File: src/rtl/multi_echo_ranger_pkg.sv
// Shared FSM encoding and channel-pick helpers for the multi-channel echo ranger.
package multi_echo_ranger_pkg;

   typedef enum logic [2:0] {
      ST_IDLE,
      ST_TRIG,
      ST_WAIT_RISE,
      ST_MEASURE,
      ST_GAP
   } state_t;

   localparam int unsigned MAX_CH = 8;

   function automatic int unsigned ch_width(input int unsigned n);
      return (n > 1) ? $clog2(n) : 1;
   endfunction

   function automatic int unsigned max3(input int unsigned a, input int unsigned b,
                                        input int unsigned c);
      int unsigned m;
      m = (a > b) ? a : b;
      return (m > c) ? m : c;
   endfunction

   // Lowest set bit of mask at or above 'from'; MAX_CH when none remains.
   function automatic int unsigned pick_ch(input logic [MAX_CH-1:0] mask,
                                           input int unsigned from);
      int unsigned sel;
      logic        found;
      sel   = MAX_CH;
      found = 1'b0;
      for (int unsigned i = 0; i < MAX_CH; i++) begin
         if (!found && i >= from && mask[i]) begin
            sel   = i;
            found = 1'b1;
         end
      end
      return sel;
   endfunction

endpackage

File: src/rtl/multi_echo_ranger_us_tick_gen.sv
// Free-running 1 us tick prescaler; CLR realigns the phase so TRIG spans whole ticks.
module us_tick_gen #(
   parameter int unsigned TICK_DIV = 100
) (
   input  logic CLK,
   input  logic RESET_N,
   input  logic CLR,
   output logic TICK
);

   localparam int unsigned W = $clog2(TICK_DIV);

   logic [W-1:0] cnt;

   always_ff @(posedge CLK or negedge RESET_N) begin
      if (!RESET_N) begin
         cnt <= '0;
      end else if (CLR || cnt == W'(TICK_DIV - 1)) begin
         cnt <= '0;
      end else begin
         cnt <= cnt + 1'b1;
      end
   end

   assign TICK = (cnt == W'(TICK_DIV - 1));

endmodule

File: src/rtl/multi_echo_ranger.sv
// N-channel ultrasonic ranger: round-robin TRIG, echo width in us, timeout flagging,
// single-shot or continuous sweeps over an enable mask.
module multi_echo_ranger
   import multi_echo_ranger_pkg::*;
#(
   parameter int unsigned NUM_CH     = 4,
   parameter int unsigned TICK_DIV   = 100,
   parameter int unsigned TRIG_US    = 10,
   parameter int unsigned TIMEOUT_US = 30000,
   parameter int unsigned GAP_US     = 60000,
   parameter int unsigned DIST_W     = 16
) (
   input  logic                          CLK,
   input  logic                          RESET_N,
   input  logic                          MODE,
   input  logic                          START,
   input  logic [NUM_CH-1:0]             CH_EN,
   input  logic [NUM_CH-1:0]             ECHO,
   output logic [NUM_CH-1:0]             TRIG,
   output logic                          BUSY,
   output logic [ch_width(NUM_CH)-1:0]   CUR_CH,
   output logic [NUM_CH*DIST_W-1:0]      RANGE,
   output logic [NUM_CH-1:0]             RANGE_VLD,
   output logic [NUM_CH-1:0]             TMO,
   output logic                          SWEEP_DONE
);

   localparam int unsigned CH_W  = ch_width(NUM_CH);
   localparam int unsigned CNT_W = $clog2(max3(TRIG_US, TIMEOUT_US, GAP_US) + 1);

   state_t                   state, next_state;
   logic [NUM_CH-1:0]        echo_s1, echo_s2, echo_s3;
   logic                     tick, clr;
   logic [CNT_W-1:0]         us_cnt;
   logic [DIST_W-1:0]        meas_cnt, meas_next;
   logic [CH_W-1:0]          cur_ch;
   logic [MAX_CH-1:0]        mask;
   logic [3:0]               first_pick, next_pick;
   logic                     any_en, has_next;
   logic                     rise, fall, trig_done, tmo_hit, gap_done;
   logic [NUM_CH*DIST_W-1:0] range_r;
   logic [NUM_CH-1:0]        tmo_r, vld_r;
   logic                     done_r;

   us_tick_gen #(.TICK_DIV(TICK_DIV)) u_tick (
      .CLK    (CLK),
      .RESET_N(RESET_N),
      .CLR    (clr),
      .TICK   (tick)
   );

   always_ff @(posedge CLK or negedge RESET_N) begin
      if (!RESET_N) begin
         echo_s1 <= '0;
         echo_s2 <= '0;
         echo_s3 <= '0;
      end else begin
         echo_s1 <= ECHO;
         echo_s2 <= echo_s1;
         echo_s3 <= echo_s2;
      end
   end

   always_comb begin
      mask = '0;
      mask[NUM_CH-1:0] = CH_EN;
   end

   assign any_en     = |CH_EN;
   assign first_pick = 4'(pick_ch(mask, 0));
   assign next_pick  = 4'(pick_ch(mask, 32'(cur_ch) + 1));
   assign has_next   = (32'(next_pick) < NUM_CH);
   assign rise       = echo_s2[cur_ch] & ~echo_s3[cur_ch];
   assign fall       = ~echo_s2[cur_ch] & echo_s3[cur_ch];
   assign meas_next  = (&meas_cnt) ? meas_cnt : meas_cnt + 1'b1;
   assign trig_done  = (state == ST_TRIG) && tick && (us_cnt == CNT_W'(TRIG_US - 1));
   assign tmo_hit    = (state == ST_WAIT_RISE || state == ST_MEASURE) && tick &&
                       (us_cnt == CNT_W'(TIMEOUT_US - 1));
   assign gap_done   = (state == ST_GAP) && tick && (us_cnt == CNT_W'(GAP_US - 1));

   always_ff @(posedge CLK or negedge RESET_N) begin
      if (!RESET_N) begin
         state <= ST_IDLE;
      end else begin
         state <= next_state;
      end
   end

   // Timeout is checked ahead of the echo edges so a coincident rise/fall loses to it.
   always_comb begin
      next_state = state;
      case (state)
         ST_IDLE:      if ((MODE || START) && any_en) next_state = ST_TRIG;
         ST_TRIG:      if (trig_done) next_state = ST_WAIT_RISE;
         ST_WAIT_RISE: begin
            if (tmo_hit)   next_state = ST_GAP;
            else if (rise) next_state = ST_MEASURE;
         end
         ST_MEASURE:   if (tmo_hit || fall) next_state = ST_GAP;
         ST_GAP: begin
            if (gap_done) begin
               if (any_en && (has_next || MODE)) next_state = ST_TRIG;
               else                              next_state = ST_IDLE;
            end
         end
         default:      next_state = ST_IDLE;
      endcase
   end

   always_comb begin
      TRIG = '0;
      BUSY = (state != ST_IDLE);
      clr  = (next_state == ST_TRIG) && (state != ST_TRIG);
      if (state == ST_TRIG) TRIG[cur_ch] = 1'b1;
   end

   // us_cnt is one shared timer: TRIG width, then the rise+measure budget, then GAP.
   always_ff @(posedge CLK or negedge RESET_N) begin
      if (!RESET_N) begin
         cur_ch   <= '0;
         us_cnt   <= '0;
         meas_cnt <= '0;
         range_r  <= '0;
         tmo_r    <= '0;
         vld_r    <= '0;
         done_r   <= 1'b0;
      end else begin
         vld_r  <= '0;
         done_r <= 1'b0;
         case (state)
            ST_IDLE: begin
               if (next_state == ST_TRIG) cur_ch <= CH_W'(first_pick);
            end
            ST_TRIG: begin
               if (tick) us_cnt <= trig_done ? '0 : us_cnt + 1'b1;
            end
            ST_WAIT_RISE, ST_MEASURE: begin
               if (tick) us_cnt <= us_cnt + 1'b1;
               if (state == ST_MEASURE && tick) meas_cnt <= meas_next;
               if (tmo_hit) begin
                  us_cnt                            <= '0;
                  range_r[cur_ch*DIST_W +: DIST_W] <= '1;
                  tmo_r[cur_ch]                     <= 1'b1;
                  vld_r[cur_ch]                     <= 1'b1;
               end else if (state == ST_WAIT_RISE && rise) begin
                  meas_cnt <= '0;
               end else if (state == ST_MEASURE && fall) begin
                  us_cnt                            <= '0;
                  range_r[cur_ch*DIST_W +: DIST_W] <= tick ? meas_next : meas_cnt;
                  tmo_r[cur_ch]                     <= 1'b0;
                  vld_r[cur_ch]                     <= 1'b1;
               end
            end
            ST_GAP: begin
               if (tick) us_cnt <= us_cnt + 1'b1;
               if (gap_done) begin
                  us_cnt <= '0;
                  if (any_en) begin
                     if (has_next) begin
                        cur_ch <= CH_W'(next_pick);
                     end else begin
                        done_r <= 1'b1;
                        if (MODE) cur_ch <= CH_W'(first_pick);
                     end
                  end
               end
            end
            default: ;
         endcase
      end
   end

   assign CUR_CH     = cur_ch;
   assign RANGE      = range_r;
   assign TMO        = tmo_r;
   assign RANGE_VLD  = vld_r;
   assign SWEEP_DONE = done_r;

endmodule

File: config.mk
export PLATFORM = sky130hd
export DESIGN_NAME = multi_echo_ranger
export DESIGN_NICKNAME = d
export VERILOG_FILES = /design/src/rtl/multi_echo_ranger_pkg.sv /design/src/rtl/multi_echo_ranger_us_tick_gen.sv /design/src/rtl/multi_echo_ranger.sv
export SDC_FILE = /design/constraint.sdc
export NUM_CORES = 1
export LEC_CHECK = 0
export CAP_MARGIN = 20
export CELL_PAD_IN_SITES_DETAIL_PLACEMENT = 0
export CELL_PAD_IN_SITES_GLOBAL_PLACEMENT = 2
export CORE_ASPECT_RATIO = 1.75
export CORE_MARGIN = 8
export CORE_UTILIZATION = 43
export DETAILED_ROUTE_END_ITERATION = 6
export DONT_BUFFER_PORTS = 1
export GPL_ROUTABILITY_DRIVEN = 0
export GPL_TIMING_DRIVEN = 0
export HOLD_SLACK_MARGIN = 0.03
export PLACE_DENSITY_LB_ADDON = 0.1
export REMOVE_ABC_BUFFERS = 1
export SLEW_MARGIN = 25
export SYNTH_ARGS = -nofsm -noshare
export SYNTH_HDL_FRONTEND = slang
export SYNTH_HIERARCHICAL = 1
export SYNTH_SLANG_ARGS = --single-unit
File: constraint.sdc
create_clock -name CLK -period 6.4 [get_ports CLK]
set_input_delay 1.28 -clock CLK [delete_from_list [all_inputs] [get_ports CLK]]
set_output_delay 1.28 -clock CLK [all_outputs]
set_load 0.03 [all_outputs]
Word level (Yosys, flattened, before mapping)
Index checks and enable logic that the tools add are counted.

word-level totals
  register bits after elaboration = 129
  input bits = 12
  word-level logic and storage cells = 159

operators by class
  add/sub/neg operators = 5
  order comparisons = 7
  equality and inequality tests = 16
  shifts and indexed selects = 3
  muxes and demuxes = 64
  bitwise gates (word level) = 7
  reduce and logical (&&, ||, !) cells = 45

operators by type and width
  cell                                                                            number
  16-bit two-way mux                                                              12
  64-bit two-way mux                                                              3
  64-bit bitwise mux                                                              2
  16-bit by 34-bit variable shift with 64-bit output (first input constant)       1
  16-bit by 34-bit indexed part select with 64-bit output                         1
  16-bit by 34-bit indexed part select with 64-bit output (first input constant)  1
  4-bit two-way mux                                                               12
  16-bit case mux with 3 select lines                                             1
  6-bit negation with 34-bit output                                               1
  16-bit by 1-bit adder with 16-bit output (second input constant)                2
  1-bit logical AND                                                               23
  3-bit two-way mux                                                               6
  16-bit by 15-bit equality test with 1-bit output (second input constant)        1
  16-bit equality test (second input constant)                                    1
  16-bit by 4-bit equality test with 1-bit output (second input constant)         1
  2-bit two-way mux                                                               8
  16-bit AND reduction                                                            1
  3-bit case mux with 5 select lines                                              1
  1-bit two-way mux                                                               14
  2-bit != test (second input constant)                                           5
  7-bit by 1-bit adder with 7-bit output (second input constant)                  1
  7-bit equality test (second input constant)                                     1
  7-bit two-way mux                                                               1
  3-bit by 1-bit equality test with 1-bit output (second input constant)          2
  other kinds (28)                                                                45

Logic depth before layout (Yosys ltp)
Gate-level depths: netlist of run 1.

  depth after elaboration = 26
  depth in mapped cells = 11
  depth with buffers taken out = 10

Cells and area by module
Netlist of run 1, hierarchy kept.

modules (own cells, without submodules)
  module             instances  cells each  area an instance (um^2)  sequential area each (um^2)
  multi_echo_ranger  1          624         6055.8                   3052.9
  us_tick_gen        1          31          327.8                    175.2

Worst setup path before layout of run 1
Ideal clock, no wire load.

  path kind = register to output
  start = reg cur_ch[0], in the netlist CUR_CH[0]
  end = out TRIG[0]
  arrival = 1747 ps
  data required time = 5120 ps
  slack = 3373 ps
  stages on the path, launching flop included = 6
  buffers on the path = 1
  path through = dfrtp_1 -> inv_1 -> ha_1 -> clkbuf_1 -> inv_1 -> nor2_1

on the way
  longest elaborated chain between the ends = 5
  elaborated cells between the ends (all ways) = 6
  classes of those cells = order compare (2); mux (3); reduce/logical (1)

RTL lines
  what                                                                                                                                                 line                      RTL
  from (decl)                                                                                                                                          multi_echo_ranger.sv:36   logic [CH_W-1:0] cur_ch;
  from (signal assigned)                                                                                                                               multi_echo_ranger.sv:132  if (next_state == ST_TRIG) cur_ch <= CH_W'(first_pick);
  from (signal assigned)                                                                                                                               multi_echo_ranger.sv:160  cur_ch <= CH_W'(next_pick);
  from (signal assigned)                                                                                                                               multi_echo_ranger.sv:163  if (MODE) cur_ch <= CH_W'(first_pick);
  2-bit by 3-bit < comparator with 1-bit output (not written as such) or 2-bit by 1-bit greater-or-equal comparator with 1-bit output (tied branches)  multi_echo_ranger.sv:114  if (state == ST_TRIG) TRIG[cur_ch] = 1'b1;
  1-bit logical AND (not written as such)                                                                                                              multi_echo_ranger.sv:114
  1-bit two-way mux (not written as such)                                                                                                              multi_echo_ranger.sv:114
  1-bit demux with 2-bit select (*)                                                                                                                    multi_echo_ranger.sv:114
  4-bit two-way mux (*)                                                                                                                                multi_echo_ranger.sv:114
  to (decl)                                                                                                                                            multi_echo_ranger.sv:19   output logic [NUM_CH-1:0] TRIG,

Mark *: on every way between the ends. The rest lies on a longest branch, timed or not.

Worst setup path after layout of run 1
Same ends and word-level chain as after synthesis.

==> results.yml, run 1 <==
cells_and_area:
  synthToLayoutAreaGrowth_pct: 12.1
  stdcell_area_um2: 7150
  antenna_cells: 0
  fill_cells: 1411
  final_cells: 841
  fin_nets: 669
  drive_gt1_share_pct: 8.05
route:
  num_vias: 4911
  viasPerCell: 5.84
  wl_per_cell_um: 21.7
  wirelength_um: 18300
  post-route-drc-count: 0
  first_pass_iters: 4
  dr.first_iter.drc_count: 287
  postRouteAntennaNets: 0
setup_path:
  startpoint_type: "register"
  cp_cell_sequence: "inv_1 > ha_1 > inv_1 > nor2_1"
  end_kind: "primary output"
  crit_arrival_ns: 2.64
  crit_type: "register to primary output"
  critPathBufInv: 2
  cp.required_ns: 5.12
  slowest_delay_ns: 0.65
  cp_common_cell: "inv_1"
  critPathMaxFanout: 12
  path_delay_family: "flip-flops"
  crit_slowest_cell: "dfrtp_1"
clocking:
  clk_pin_slew_ns: 0.07
  clock_latency_ns: 0.42
  cts_hold_buffers: 0
  htreeDepth: 4
  cts.path.max_buffers: 2
  cts_buffers: 17
  cts_tree: "built"
  cts.sink_count: 129
  ctsResizeCount: 0
  postCtsSetupBuffers: 0
  cts_root_buffer: "clkbuf_16"
sta:
  tightest_slew_ns: 0.894
  skew_ns: 0.00929
  fin_tns_setup_ns: 0
  rsz0062_at_grt: "no"
  hold_violations: 0
  post-route-period-util_pct: 61.3
  setup_viol: 0
  whs_ns: 0.352
  fmax_ghz: 0.255
  slew_viol_final: 0
  finalCriticalPeriod_ns: 3.92
  relSlewSlack_pct: 39.8
pwr:
  ir_drop_v: 0.000180
  p_leak_nw: 3.02
  p_per_area_nw_per_um2: 266
floorplanning:
  coreArea_um2: 14700
  die_w_um: 108
  io_pins: 92
  dieArea_um2: 19200
  start_util_pct: 43.5
  die_h_um: 177
  rows: 59
placed_design:
  numPortBuffers: 0
  place_area_um2: 6530
  hpwl_um: 13200
  placed_cells_incl_taps: 808
yosys:
  ys_types: 58
  yosysMostFrequentCell: "dfrtp_1"
  synth_edf_count: 0
  synth_cells: 655
  synth_top_area_share_pct: 50.6
  synthArstFlopShare_pct: 100
  avgSynthCellArea_um2: 9.75
  ys_top_cells_by_area: "dfrtp_1 51%, o22a_1 6.9%, nor2_1 6.2%, nand2_1 3.3%, a21oi_1 2.4%"
  synth.largest_area_cell: "dfrtp_1"
  ys_ff_latch: 129
  synthFlopType: "dfrtp_1"
  yosys_warnings: 6
  yosys-top-cells-count: "129 x dfrtp_1, 105 x nor2_1, 56 x nand2_1"
  ys_seq_area_share_pct: 50.6
  synthesis.area_um2: 6380
job:
  drv_cap: 0
global_route:
  antenna_found_initial: 0
  grt.total_usage_pct: 19.6
  grt_overflow: 0
  first_global_vias: 5119
  grt_pass1_wl_um: 28700
  grt_max_degree: 130
worst_hold_path:
  min_path_type: "register to register"
status:
  status: "complete, no violations"
## state kept, by name (all words and copies together) (netlist names), named ones only
| name | count |
|---|---|
| echo_s1 | 4 |
| SWEEP_DONE | 1 |
| CUR_CH | 2 |
| u_tick/cnt | 7 |
| echo_s2 | 4 |
| us_cnt | 16 |
| echo_s3 | 4 |
| RANGE | 64 |
| meas_cnt | 16 |
| state | 3 |
| RANGE_VLD | 4 |
## per-stage QoR
| step | worst slack, ns | util, % | power [W] |
|---|---|---|---|
| after detailed placement | 2.55 | 44.5 | 0.000898 |
| after CTS | 2.40 | 48.7 | 0.00192 |
| final | 2.48 | 48.7 | 0.00190 |
| after global routing | 2.28 | 48.7 | 0.00196 |
| after global placement | 1.30 | 44.0 | 0.000896 |
| after floorplan | 2.80 | - | 0.000883 |
## path summary, 6_finish.rpt
kind,slack [ns],from,cells after the start,to
max,2.48,CUR_CH[0],4,TRIG[0]
max in group asynchronous,5.59,RESET_N,0,RANGE[32]
min in group asynchronous,0.55,RESET_N,0,u_tick/cnt[4]
min reg2reg,0.35,echo_s1[1],0,echo_s2[1]
min,0.35,echo_s1[1],0,echo_s2[1]
max reg2reg,2.57,u_tick/cnt[2],7,register
## cell type report
class                           count  area (um^2)  share of cell area [%]
Sequential cell                   129         3230                    45.1
Multi-Input combinational cell    477         2980                    41.6
Clock buffer                       17          425                    5.95
Tap cell                          183          229                    3.20
Clock inverter                     15          190                    2.66
Inverter                           16         60.1                   0.839
Timing Repair Buffer                4         45.0                   0.630
## worst reg2reg max path: cells and delay by family (launching register included)
| family | cells | cell delay [ns] |
|---|---|---|
| simple gates | 5 | 2.13 |
| compound gates | 1 | 0.73 |
| flops | 1 | 0.44 |
| mux | 1 | 0.42 |
## logic make-up (layout without fill, tap and decap cells)
group           Yosys count  in the layout  synth area share (%)
xor+xnor                 25             25                  3.43
flops                   129            129                  50.6
compound gates          151            151                  17.1
buf+inv                  49             52                  3.27
simple gates            279            279                  21.4
fa+ha+maj                12             12                  2.35
mux                      10             10                  1.86
## where the power goes
group / switching, W / total (W) / internal [W]
combinational: 0.0000296 / 0.0000448 / 0.0000152
sequential: 0.0000119 / 0.000838 / 0.000826
clock: 0.000421 / 0.00102 / 0.000597
total: 0.000463 / 0.00190 / 0.00144
## placed cells by master (no fill, tap or decap), types with 7 or more instances in the layout
cell type,n
a21oi_1,31
a31oi_1,14
and2_1,7
and3_1,12
and4_1,7
clkbuf_16,17
dfrtp_1,129
ha_1,12
inv_1,15
inv_6,7
nand2_1,56
nand2b_1,9
nand3_1,19
nand4_1,18
nor2_1,104
nor2b_1,7
nor3_1,13
o21ai_0,18
o22a_1,50
xnor2_1,14
xor2_1,11
## per-layer routing
metal / GRT usage [%] / up-vias / part of all wire [%]
li1: - / 2338 / -
met1: 19.8 / 2430 / 36
met2: 35.3 / 116 / 55
met3: 6.05 / 27 / 6.4
met4: 9.42 / 0 / 3.0
met5: 0 / - / 0
Power figures use the tool's default switching activity.
==> inputs of run 2 (changes only) <==
CORE_UTILIZATION = 40   (was 43)
clock period = 4.1 ns   (was 6.4 ns; I/O delays follow)
==> run 2 against run 1 <==
Compared with the run above:
- routed wire length increased by 4.1%
- first-iteration DRC count fell by 17%
- sequential share of layout area is 0.13 points higher
- worst setup slack got worse by 2.1 ns
- total power increased by 53%
- die area increased by 6.6%
- clock skew is 0.0034 ns higher
- sequential power increased by 56%
- via count increased by 0.26%
- non-clock buffer count unchanged
- cell area down 0.28%
- global-route usage is 0.73 points lower
- largest cell class unchanged
==> results.yml, run 2 (same netlist as run 1, synthesis figures left out) <==
floorplanning:
  rows: 61
  start_util_pct: 40.6
  io_pins: 92
  dieArea_um2: 20400
  coreArea_um2: 15700
  die_h_um: 183
  die_w_um: 111
sta:
  relSlewSlack_pct: 40.9
  hold_violations: 0
  tightest_slew_ns: 0.878
  post-route-period-util_pct: 90.6
  setup_viol: 0
  skew_ns: 0.0127
  fin_tns_setup_ns: 0
  slew_viol_final: 0
  whs_ns: 0.0979
  rsz0062_at_grt: "no"
  fmax_ghz: 0.269
  finalCriticalPeriod_ns: 3.72
route:
  wirelength_um: 19000
  viasPerCell: 5.81
  dr.first_iter.drc_count: 239
  first_pass_iters: 4
  postRouteAntennaNets: 0
  post-route-drc-count: 0
  num_vias: 4924
  wl_per_cell_um: 22.4
clocking:
  htreeDepth: 4
  cts_hold_buffers: 0
  cts.path.max_buffers: 2
  cts_tree: "built"
  clock_latency_ns: 0.42
  cts_root_buffer: "clkbuf_16"
  cts.sink_count: 129
  clk_pin_slew_ns: 0.07
  cts_buffers: 17
worst_hold_path:
  min_path_type: "primary input to asynchronous set/reset pin"
setup_path:
  crit_type: "register to register"
  crit_arrival_ns: 3.98
  cp.required_ns: 4.36
  startpoint_type: "register"
  critPathMaxFanout: 10
  end_kind: "register"
cells_and_area:
  final_common_cell: "dfrtp_1"
  drive_gt1_share_pct: 8.36
  largest_reg_flops: 64
  synthToLayoutAreaGrowth_pct: 11.8
  fin_nets: 669
  fill_cells: 1501
  final_cell_mix: "129 x dfrtp_1, 104 x nor2_1, 56 x nand2_1"
job:
  drv_cap: 0
global_route:
  antenna_found_initial: 1
  grt.total_usage_pct: 18.9
  grt_pass1_wl_um: 30500
  grt_max_degree: 130
  first_global_vias: 5264
  grt_overflow: 0
pwr:
  p_leak_nw: 3.01
  p_per_area_nw_per_um2: 408
  ir_drop_v: 0.000207
placed_design:
  hpwl_um: 13700
  numPortBuffers: 0
status:
  status: "complete, no violations"
run 2: cell count changes in the layout (fill, tap and decap cells not counted), moves of 2 or more:
cell,before,now
o21a_2,0,2
clkinvlp_4,1,3
inv_6,7,5
o21a_1,5,3
run 2: timing repair:
action	4_1_cts	5_1_grt
setup buffers	0	0
gates resized for setup	0	2
hold endpoints to repair	0	0
endpoints found under the setup margin	0	2
run 2: where the power goes:
part	switching (W)	leakage [nW]	internal [W]
logic	0.0000451	0.968	0.0000236
registers	0.0000194	1.76	0.00129
clock network	0.000670	0.281	0.000866
total	0.000734	3.01	0.00218
run 2: path summary, 6_finish.rpt:
path / start / endpoint / slack, ns / cells after the start
worst max-delay path: u_tick/cnt[2] / us_cnt[8] / 0.38 / 9
worst min-delay path: RESET_N / us_cnt[10] / 0.1 / 0
worst max register to register: u_tick/cnt[2] / us_cnt[8] / 0.38 / 9
worst min register to register: echo_s1[1] / echo_s2[1] / 0.34 / 0
max in group asynchronous: RESET_N / meas_cnt[10] / 3.80 / 0
min in group CLK: echo_s1[1] / echo_s2[1] / 0.34 / 0
run 2: final cells by class:
class / instances / area (um^2) / share of cell area [%]
antenna: 1 / 2.50 / 0.0351
clock buffer: 17 / 425 / 5.96
clock inverter: 15 / 161 / 2.26
inverter: 16 / 60.1 / 0.842
multi-input combinational: 477 / 2980 / 41.8
sequential: 129 / 3230 / 45.2
tap: 189 / 236 / 3.31
timing repair buffer: 4 / 41.3 / 0.579
run 2: critical path, cell delays in order, from the launching register on:
cell and delay (ns):
dfrtp_1 0.43, or4b_4 0.56, nor2_2 0.45, and4_1 0.28
nand4_1 0.25, o311ai_2 0.58, o211ai_1 0.32, clkbuf_4 0.27
nand2_1 0.24, o311ai_0 0.17
run 2: per-stage QoR:
step           setup slack (ns)  area, um^2  instances  utilization [%]  total power, W
3_5_place_dp              0.118        6540        814             41.6         0.00140
2_1_floorplan             0.503        6230        622                -         0.00138
4_1_cts                  0.0992        7120        846             45.3         0.00294
5_1_grt                  0.0403        7130        848             45.4         0.00300
3_3_place_gp              -1.06        6470        811             41.2         0.00140
6_report                  0.385        7130        848             45.4         0.00291
run 2: layer usage:
metal	wire length [um]	global-route usage, %
met1	6810	18.5
met2	10400	35.5
met3	1280	6.44
met4	495	7.24
met5	0	0
